## src/rtl/cdb_arbiter_pkg.sv

```systemverilog
// cdb_arbiter_pkg
// Shared definitions for the result broadcast bus arbiter.
//   RENAME_W_DEF / DATA_W_DEF : default tag and value widths
//   src_e                     : cdb_src encoding (SRC_ALU = 0, SRC_LSB = 1)
//   result_t                  : packed {rename, value} result at default widths
package cdb_arbiter_pkg;

  localparam int RENAME_W_DEF = 4;
  localparam int DATA_W_DEF   = 32;

  typedef enum logic {
    SRC_ALU = 1'b0,
    SRC_LSB = 1'b1
  } src_e;

  typedef struct packed {
    logic [RENAME_W_DEF-1:0] rename;
    logic [DATA_W_DEF-1:0]   value;
  } result_t;

endpackage

```

## src/rtl/cdb_arbiter_fifo.sv

```systemverilog
// result_fifo
// Small circular FIFO holding results from one producer until the bus
// arbiter drains them. Full/empty come straight from the registered count.
// Ports:
//   clk, rst      : rising-edge clock, asynchronous active-low reset
//   push, din     : enqueue din at the edge (ignored when full or clearing)
//   pop           : drop the head at the edge (ignored when empty or clearing)
//   clear         : synchronous flush of pointers and count
//   head          : oldest entry (undefined when empty)
//   full, empty   : count == DEPTH / count == 0
module result_fifo
  import cdb_arbiter_pkg::*;
#(
  parameter int DEPTH = 4,
  parameter int WIDTH = 36
) (
  input  logic             clk,
  input  logic             rst,
  input  logic             push,
  input  logic             pop,
  input  logic             clear,
  input  logic [WIDTH-1:0] din,
  output logic [WIDTH-1:0] head,
  output logic             full,
  output logic             empty
);

  localparam int PW = $clog2(DEPTH);
  localparam int CW = PW + 1;
  localparam logic [CW-1:0] FULL_CNT = CW'(DEPTH);

  logic [WIDTH-1:0] mem [DEPTH];
  logic [PW-1:0]    wr_ptr;
  logic [PW-1:0]    rd_ptr;
  logic [CW-1:0]    count;
  logic             push_ok;
  logic             pop_ok;

  // A push into a full FIFO is dropped even if a pop happens in the same
  // cycle: full is a registered view of the count, not of next state.
  assign push_ok = push && !full && !clear;
  assign pop_ok  = pop && !empty && !clear;

  always_ff @(posedge clk or negedge rst) begin
    if (!rst) begin
      wr_ptr <= '0;
      rd_ptr <= '0;
      count  <= '0;
    end else if (clear) begin
      wr_ptr <= '0;
      rd_ptr <= '0;
      count  <= '0;
    end else begin
      if (push_ok) wr_ptr <= wr_ptr + PW'(1);
      if (pop_ok)  rd_ptr <= rd_ptr + PW'(1);
      case ({push_ok, pop_ok})
        2'b10:   count <= count + CW'(1);
        2'b01:   count <= count - CW'(1);
        default: count <= count;
      endcase
    end
  end

  // Storage needs no reset; only the pointers and count define validity.
  always_ff @(posedge clk) begin
    if (push_ok) mem[wr_ptr] <= din;
  end

  assign head  = mem[rd_ptr];
  assign full  = (count == FULL_CNT);
  assign empty = (count == '0);

endmodule

```

## src/rtl/cdb_arbiter.sv

```systemverilog
// cdb_arbiter
// Shares the single result broadcast bus between the ALU and the load/store
// buffer. Each producer fills a private result_fifo; a round-robin arbiter
// drains one result per cycle onto the bus.
// Optional feature macro: CDB_ARB_BYPASS_EN
//   When defined, a source whose FIFO is empty and that wins arbitration
//   broadcasts its incoming result in the same cycle without enqueueing it.
// Ports:
//   clk, rst                          : clock, asynchronous active-low reset
//   rdy                               : global enable, low freezes all state
//   clear                             : synchronous flush of both FIFOs
//   alu_valid/alu_rename/alu_value    : ALU result input
//   alu_full                          : ALU FIFO holds DEPTH entries
//   lsb_valid/lsb_rename/lsb_value    : load result input
//   lsb_full                          : LSB FIFO holds DEPTH entries
//   cdb_valid/cdb_rename/cdb_value    : broadcast bus (zero when idle)
//   cdb_src                           : 0 = ALU, 1 = LSB
module cdb_arbiter
  import cdb_arbiter_pkg::*;
#(
  parameter int DEPTH    = 4,
  parameter int RENAME_W = RENAME_W_DEF,
  parameter int DATA_W   = DATA_W_DEF
) (
  input  logic                clk,
  input  logic                rst,
  input  logic                rdy,
  input  logic                clear,
  input  logic                alu_valid,
  input  logic [RENAME_W-1:0] alu_rename,
  input  logic [DATA_W-1:0]   alu_value,
  output logic                alu_full,
  input  logic                lsb_valid,
  input  logic [RENAME_W-1:0] lsb_rename,
  input  logic [DATA_W-1:0]   lsb_value,
  output logic                lsb_full,
  output logic                cdb_valid,
  output logic [RENAME_W-1:0] cdb_rename,
  output logic [DATA_W-1:0]   cdb_value,
  output logic                cdb_src
);

  localparam int W = RENAME_W + DATA_W;

  logic [W-1:0] alu_head;
  logic [W-1:0] lsb_head;
  logic         alu_empty;
  logic         lsb_empty;
  logic         alu_push;
  logic         lsb_push;
  logic         alu_pop;
  logic         lsb_pop;
  logic         alu_cand;
  logic         lsb_cand;
  logic         alu_byp;
  logic         lsb_byp;
  logic         grant_any;
  logic         bus_on;
  logic         fifo_clear;
  src_e         grant_src;
  src_e         last_grant;
  logic [W-1:0] grant_data;

  // Arbitration candidates: a non-empty FIFO head, or with bypass enabled
  // an incoming result arriving at an empty FIFO.
`ifdef CDB_ARB_BYPASS_EN
  assign alu_cand = !alu_empty || alu_valid;
  assign lsb_cand = !lsb_empty || lsb_valid;
`else
  assign alu_cand = !alu_empty;
  assign lsb_cand = !lsb_empty;
`endif

  // Round-robin: on a tie the source not granted last wins.
  always_comb begin
    grant_src = SRC_ALU;
    if (alu_cand && lsb_cand) begin
      grant_src = (last_grant == SRC_LSB) ? SRC_ALU : SRC_LSB;
    end else if (lsb_cand) begin
      grant_src = SRC_LSB;
    end
  end

  assign grant_any = alu_cand || lsb_cand;
  assign bus_on    = rdy && !clear && grant_any;

  // A granted source with an empty FIFO can only be a bypass candidate.
`ifdef CDB_ARB_BYPASS_EN
  assign alu_byp = bus_on && (grant_src == SRC_ALU) && alu_empty;
  assign lsb_byp = bus_on && (grant_src == SRC_LSB) && lsb_empty;
`else
  assign alu_byp = 1'b0;
  assign lsb_byp = 1'b0;
`endif

  always_comb begin
    grant_data = '0;
    if (grant_src == SRC_ALU) begin
      grant_data = alu_byp ? {alu_rename, alu_value} : alu_head;
    end else begin
      grant_data = lsb_byp ? {lsb_rename, lsb_value} : lsb_head;
    end
  end

  // A bypassed result is consumed by the bus, so it must not also enqueue.
  assign alu_push = alu_valid && !alu_full && rdy && !clear && !alu_byp;
  assign lsb_push = lsb_valid && !lsb_full && rdy && !clear && !lsb_byp;
  assign alu_pop  = bus_on && (grant_src == SRC_ALU) && !alu_byp;
  assign lsb_pop  = bus_on && (grant_src == SRC_LSB) && !lsb_byp;

  // With rdy low every register holds, so the flush waits for rdy as well.
  assign fifo_clear = clear && rdy;

  result_fifo #(
    .DEPTH (DEPTH),
    .WIDTH (W)
  ) u_alu_fifo (
    .clk   (clk),
    .rst   (rst),
    .push  (alu_push),
    .pop   (alu_pop),
    .clear (fifo_clear),
    .din   ({alu_rename, alu_value}),
    .head  (alu_head),
    .full  (alu_full),
    .empty (alu_empty)
  );

  result_fifo #(
    .DEPTH (DEPTH),
    .WIDTH (W)
  ) u_lsb_fifo (
    .clk   (clk),
    .rst   (rst),
    .push  (lsb_push),
    .pop   (lsb_pop),
    .clear (fifo_clear),
    .din   ({lsb_rename, lsb_value}),
    .head  (lsb_head),
    .full  (lsb_full),
    .empty (lsb_empty)
  );

  // Reset favours the ALU on the first tie; a flush keeps the history.
  always_ff @(posedge clk or negedge rst) begin
    if (!rst) begin
      last_grant <= SRC_LSB;
    end else if (bus_on) begin
      last_grant <= grant_src;
    end
  end

  assign cdb_valid  = bus_on;
  assign cdb_src    = bus_on ? logic'(grant_src) : 1'b0;
  assign cdb_rename = bus_on ? grant_data[W-1 -: RENAME_W] : '0;
  assign cdb_value  = bus_on ? grant_data[DATA_W-1:0] : '0;

endmodule
```

## config.mk

```make
export PLATFORM = sky130hd
export DESIGN_NAME = cdb_arbiter
export DESIGN_NICKNAME = d
export VERILOG_FILES = /design/src/rtl/cdb_arbiter_pkg.sv /design/src/rtl/cdb_arbiter_fifo.sv /design/src/rtl/cdb_arbiter.sv
export SDC_FILE = /design/constraint.sdc
export NUM_CORES = 1
export LEC_CHECK = 0
export CAP_MARGIN = 20
export CORE_ASPECT_RATIO = 0.75
export CORE_MARGIN = 2
export CORE_UTILIZATION = 60
export CTS_CLUSTER_DIAMETER = 200
export CTS_CLUSTER_SIZE = 24
export DETAILED_ROUTE_END_ITERATION = 16
export GPL_ROUTABILITY_DRIVEN = 0
export PLACE_DENSITY = 0.83
export SLEW_MARGIN = 20
export SYNTH_ARGS = -nofsm -noshare
export SYNTH_HDL_FRONTEND = slang
export SYNTH_SLANG_ARGS = --single-unit
```

## constraint.sdc

```tcl
create_clock -name clk -period 5.5 [get_ports clk]
set_input_delay 1.1 -clock clk [delete_from_list [all_inputs] [get_ports clk]]
set_output_delay 1.1 -clock clk [all_outputs]
set_load 0.1 [all_outputs]
```

* Word-level counts from Yosys, hierarchy flattened
Memories as Yosys holds them, arrays and structs flattened.
Index checks and enable logic that the tools add are counted.
** Cells by class
- Mux-type cells :: 23
- Equal/unequal tests :: 6
- Add/sub/neg operators :: 8
- Bitwise operators :: 1
- Reduce and logical (&&, ||, !) cells :: 35
** Operator list (count)
- $mux 36 :: 1
- $mux 32 :: 1
- $logic_and 1x1->1 :: 20
- $mux 2 :: 8
- $pmux 3 s2 :: 2
- $add 2x1->2 const B :: 4
- $mux 1 :: 8
- $reduce_bool 2->1 :: 4
- $add 3x1->3 const B :: 2
- $eq 3x3->1 const B :: 2
- $logic_not 1->1 :: 6
- $logic_not 3->1 :: 2
- $mux 3 :: 2
- $reduce_bool 3->1 :: 2
- $sub 3x1->3 const B :: 2
- $eq 2x1->1 const B :: 2
- $eq 2x2->1 const B :: 2
- $mux 4 :: 1
- $logic_or 1x1->1 :: 1
- $not 1->1 :: 1
** Storage, ports and cells
- Bits in registers :: 15
- Output and inout port bits :: 40
- Memory bits (writable) :: 288
- Memories kept :: 2
- Word-level logic and storage cells :: 82
- Input port bits :: 78
** Memory list
- u_alu_fifo.mem :: depth 4, width 36, read ports 1, clocked after memory_dff 0, write ports 1, RTL line cdb_arbiter_fifo.sv:32 : logic [WIDTH-1:0] mem [DEPTH];
- u_lsb_fifo.mem :: depth 4, width 36, read ports 1, clocked after memory_dff 0, write ports 1, RTL line cdb_arbiter_fifo.sv:32

* Depth between registers and ports, before layout
- Word-level depth :: 11
- Mapped depth :: 7
- Mapped depth without buffers :: 7

* By module
Synthesis repeated with hierarchy kept, for this count alone.
** Unflattened totals
- Cells, all modules :: 571
- Area, all modules :: 12086.6 µm²
** Modules (own cells, without submodules)
- result_fifo (u_lsb_fifo) :: area each 5785.5 µm², cells each 255, sequential area each 4499.3 µm², times used 1
- result_fifo (u_alu_fifo) :: area each 5745.5 µm², cells each 252, sequential area each 4499.3 µm², times used 1
- cdb_arbiter :: area each 555.5 µm², cells each 64, sequential area each 26.3 µm², times used 1

* Least setup slack after synthesis
Ideal clock, no wire load.
- Path kind :: input to output
- Start point :: input clear
- End point :: output cdb_rename[0]
- Stages :: 5
- Data required time :: 4400 ps
- Arrival :: 2845 ps
- Path buffers :: 1
- Setup slack :: 1555 ps
- Path through :: and2b_1 > nand3_2 > inv_4 > buf_4 > a22o_1
** On the way
- Cells in the longest elaborated chain, start to end :: 4
** RTL lines
- start, declared :: RTL line cdb_arbiter.sv:28 : input logic clear,
- $logic_not 1->1 :: RTL line cdb_arbiter.sv:85 : assign bus_on = rdy && !clear && grant_any;
- $logic_and 1x1->1 (2 in a row) :: RTL line cdb_arbiter.sv:85
- $mux 4 :: RTL line cdb_arbiter.sv:155 : assign cdb_rename = bus_on ? grant_data[W-1 -: RENAME_W] : '0;
- end, declared :: RTL line cdb_arbiter.sv:38 : output logic [RENAME_W-1:0] cdb_rename,
No other way between the ends.

* Final worst setup path
- Start point :: input rdy
- End point :: output cdb_rename[2]
** On the way
- Cells in the longest elaborated chain, start to end :: 3
** RTL lines
- start, declared :: RTL line cdb_arbiter.sv:27 : input logic rdy,
- $logic_and 1x1->1 (2 in a row) :: RTL line cdb_arbiter.sv:85
- $mux 4 :: RTL line cdb_arbiter.sv:155
No other way between the ends.

==> impl_metrics.tcl <==
set metrics [dict create \
    multi_input_comb_area_um2 2620 \
    hpwl_mm 13.5 \
    viasPerCell 6.34 \
    arrival_ps 3620 \
    outcome "completed" \
    core_um2 19300 \
    areaGrowthSynthToFinish_pct 15.1 \
    synth_edf_count 288 \
    start_util 0.613 \
    worstSetupEndpoint "cdb_rename[2]" \
    synth.avg_cell_area_um2 22.3 \
    cts_resized 0 \
    rsz0062_at_grt "false" \
    grt_pass1_wl_mm 34.9 \
    setup.worst_path.start_class "input port" \
    layout-drive-gt1-share 0.242 \
    grt_usage 0.221 \
    synthArstFlopShare 0.0495 \
    min_path_type "flop to flop" \
    dpl.cell_count 877 \
    die_w_um 166 \
    leakage_nw 4.37 \
    synth_cells 530 \
    antenna_found_initial 5 \
    fin_crit_ps 4720 \
    max_freq_mhz 212 \
    ys_warn_count 0 \
    synth_area_um2 11800 \
    maxCapViolations 0 \
    ant_nets 0 \
    nets 732 \
    route.detailed.drc 0 \
    fin_util 0.705 \
    ys_seq_elements 303 \
    slew_viol_final 0 \
    r2r_setup_slack_ps 3110 \
    path_clk_slew_ps 100 \
    worstSetupPathType "input port to output pin" \
    regArea_um2 9030 \
    skew_ps 15.3 \
    ys_seq_area_frac 0.762 \
    nFillCells 1172 \
    vdd_drop_max_mv 0.268 \
    worstPathMaxFanout 23 \
    first_iter_violations 612 \
    cts_tree "built" \
    cp_cell_sequence "clkdlybuf4s50_1 > and2b_1 > o211a_2 > buf_4 > a22o_1 > buf_4" \
    tightestPinTransition_ps 1100 \
    clock_latency_ps 490 \
    io_pins 118 \
    final_hold_viol_count 0 \
    worst_ep_required_time_ps 4400 \
    cts_setup_buffers 0 \
    dieArea_um2 20900 \
    setup_viol 0 \
    grt_pass1_vias 6076 \
    power_density_nw_per_um2 434 \
    crit_path_end_kind "output pin" \
    slowest_stage "o211a_2" \
    total_power_mw 5.91 \
    period_share 0.859 \
    die_h_um 126 \
    timing.setup.tns_ps 0 \
    r2r_start "u_alu_fifo.count[2]" \
    route.layer.met1.wl_mm 9.42 \
    cpMostUsedCell "buf_4" \
    grt_overflow 0 \
    worst-r2r-cell-count 3 \
    root_buffer "clkbuf_16" \
    hold_buffers 0 \
    cts.sinks 303 \
    first_pass_iters 5 \
    cts_buffers 16 \
    highest_layer "met5" \
    port_buffers 117 \
    vias 5753 \
    ys.flop_type "edfxtp_1" \
    ys_types 48 \
    post_drt_wl_per_cell_um 25.0 \
    cpPeakStageDelay_ps 710 \
    maxSlewHeadroom 0.267 \
    wl_mm 22.7 \
    grt_max_degree 41 \
    critPathLaunch "rdy" \
    rr_endpoint "u_alu_fifo.mem[1][35]" \
    dr_wl_met3_mm 1.70 \
    whs_ps 522 \
    cts_max_level 1 \
    synth.net_count 618 \
    std_cell_rows 44 \
    dr_wl_met2_mm 11.2 \
    cts_buffer_depth 3 \
    stdcell_count 908 \
]
[worst max-delay path, delay by kind of cell]
| family | cells | cell delay (ps) |
|---|---|---|
| compound gates | 2 | 900 |
| buf+inv | 3 | 1280 |
| simple gates | 1 | 330 |
[layout by cell type, fill, tap and decap left out, types with 9 or more instances in the layout]
master	count
mux4_2	72
clkdlybuf4s50_1	79
clkbuf_1	10
buf_4	41
clkbuf_16	17
nand2_1	9
dfrtp_1	10
a22o_1	37
edfxtp_1	288
inv_1	9
[worst min path at each step]
stage	from	end	slack, ps	cells past startpoint
6_report	last_grant	last_grant	520	2
5_1_grt	last_grant	last_grant	560	2
4_1_cts	last_grant	last_grant	520	2
3_5_place_dp	last_grant	last_grant	520	2
3_3_place_gp	last_grant	last_grant	500	2
2_1_floorplan	last_grant	last_grant	490	2
[registers in the layout, indices dropped and copies added, names as in the netlist]
name,cells
u_alu_fifo.mem,144
u_lsb_fifo.mem,144
u_lsb_fifo.wr_ptr,2
u_alu_fifo.wr_ptr,2
u_lsb_fifo.rd_ptr,2
last_grant,1
u_alu_fifo.count,3
u_alu_fifo.rd_ptr,2
u_lsb_fifo.count,3
[layout make-up]
class,count,area share
sequential,303,0.663
multi-input combinational,191,0.192
timing repair buffer,122,0.0836
clock buffer,27,0.0340
tap,253,0.0232
inverter,10,0.00294
clock inverter,1,0.000827
antenna,1,0.000184
[power by group]
part	switching [mW]	leakage, nW	internal [mW]	total [mW]
Sequential	0.234	2.79	2.64	2.88
Clock	0.666	0.227	0.586	1.25
Combinational	1.10	1.35	0.679	1.78
[per-stage QoR]
stage / area [um2] / setup WS [ps]
floorplan: 11800 / 1560
global placement: 13100 / 950
detailed placement: 13100 / 799
CTS: 13600 / 792
global route: 13600 / 673
finish: 13600 / 778
[Yosys cell counts (2+ instances only)]
master	instances	area [um2]
edfxtp_1	288	8650
mux4_2	72	1620
a22o_1	37	324
dfrtp_1	14	350
and2_1	9	56.3
inv_1	9	33.8
nand2_1	9	33.8
buf_2	8	40.0
ha_1	8	100
buf_4	7	52.6
clkbuf_1	6	22.5
a21oi_1	5	25.0
mux2i_1	5	50.1
buf_6	4	45.0
nor2_1	4	15.0
o21ai_0	4	20.0
or3_1	4	25.0
fa_1	2	40.0
nand4_1	2	12.5
nand4b_1	2	17.5
o211ai_1	2	15.0
o31ai_1	2	15.0
xnor2_1	2	17.5
[cell families (layout without fill, tap and decap cells)]
logic type	count (synthesis)	in the layout	synth area share
DFF	303	303	0.762
muxes	78	78	0.142
AOI/OAI and AO/OA	58	58	0.0407
and+or+nand+nor	42	42	0.0218
buffers and inverters	36	160	0.0172
adders and majority gates	10	10	0.0118
xor gates and xnor gates	3	3	0.00381
other	0	1	0
[layer usage]
metal | global-route usage | up-vias
li1 | - | 2464
met1 | 0.309 | 2999
met5 | 0 | -
met3 | 0.0443 | 36
met2 | 0.375 | 248
met4 | 0.0414 | 6
(Power assumes the default switching activity.)
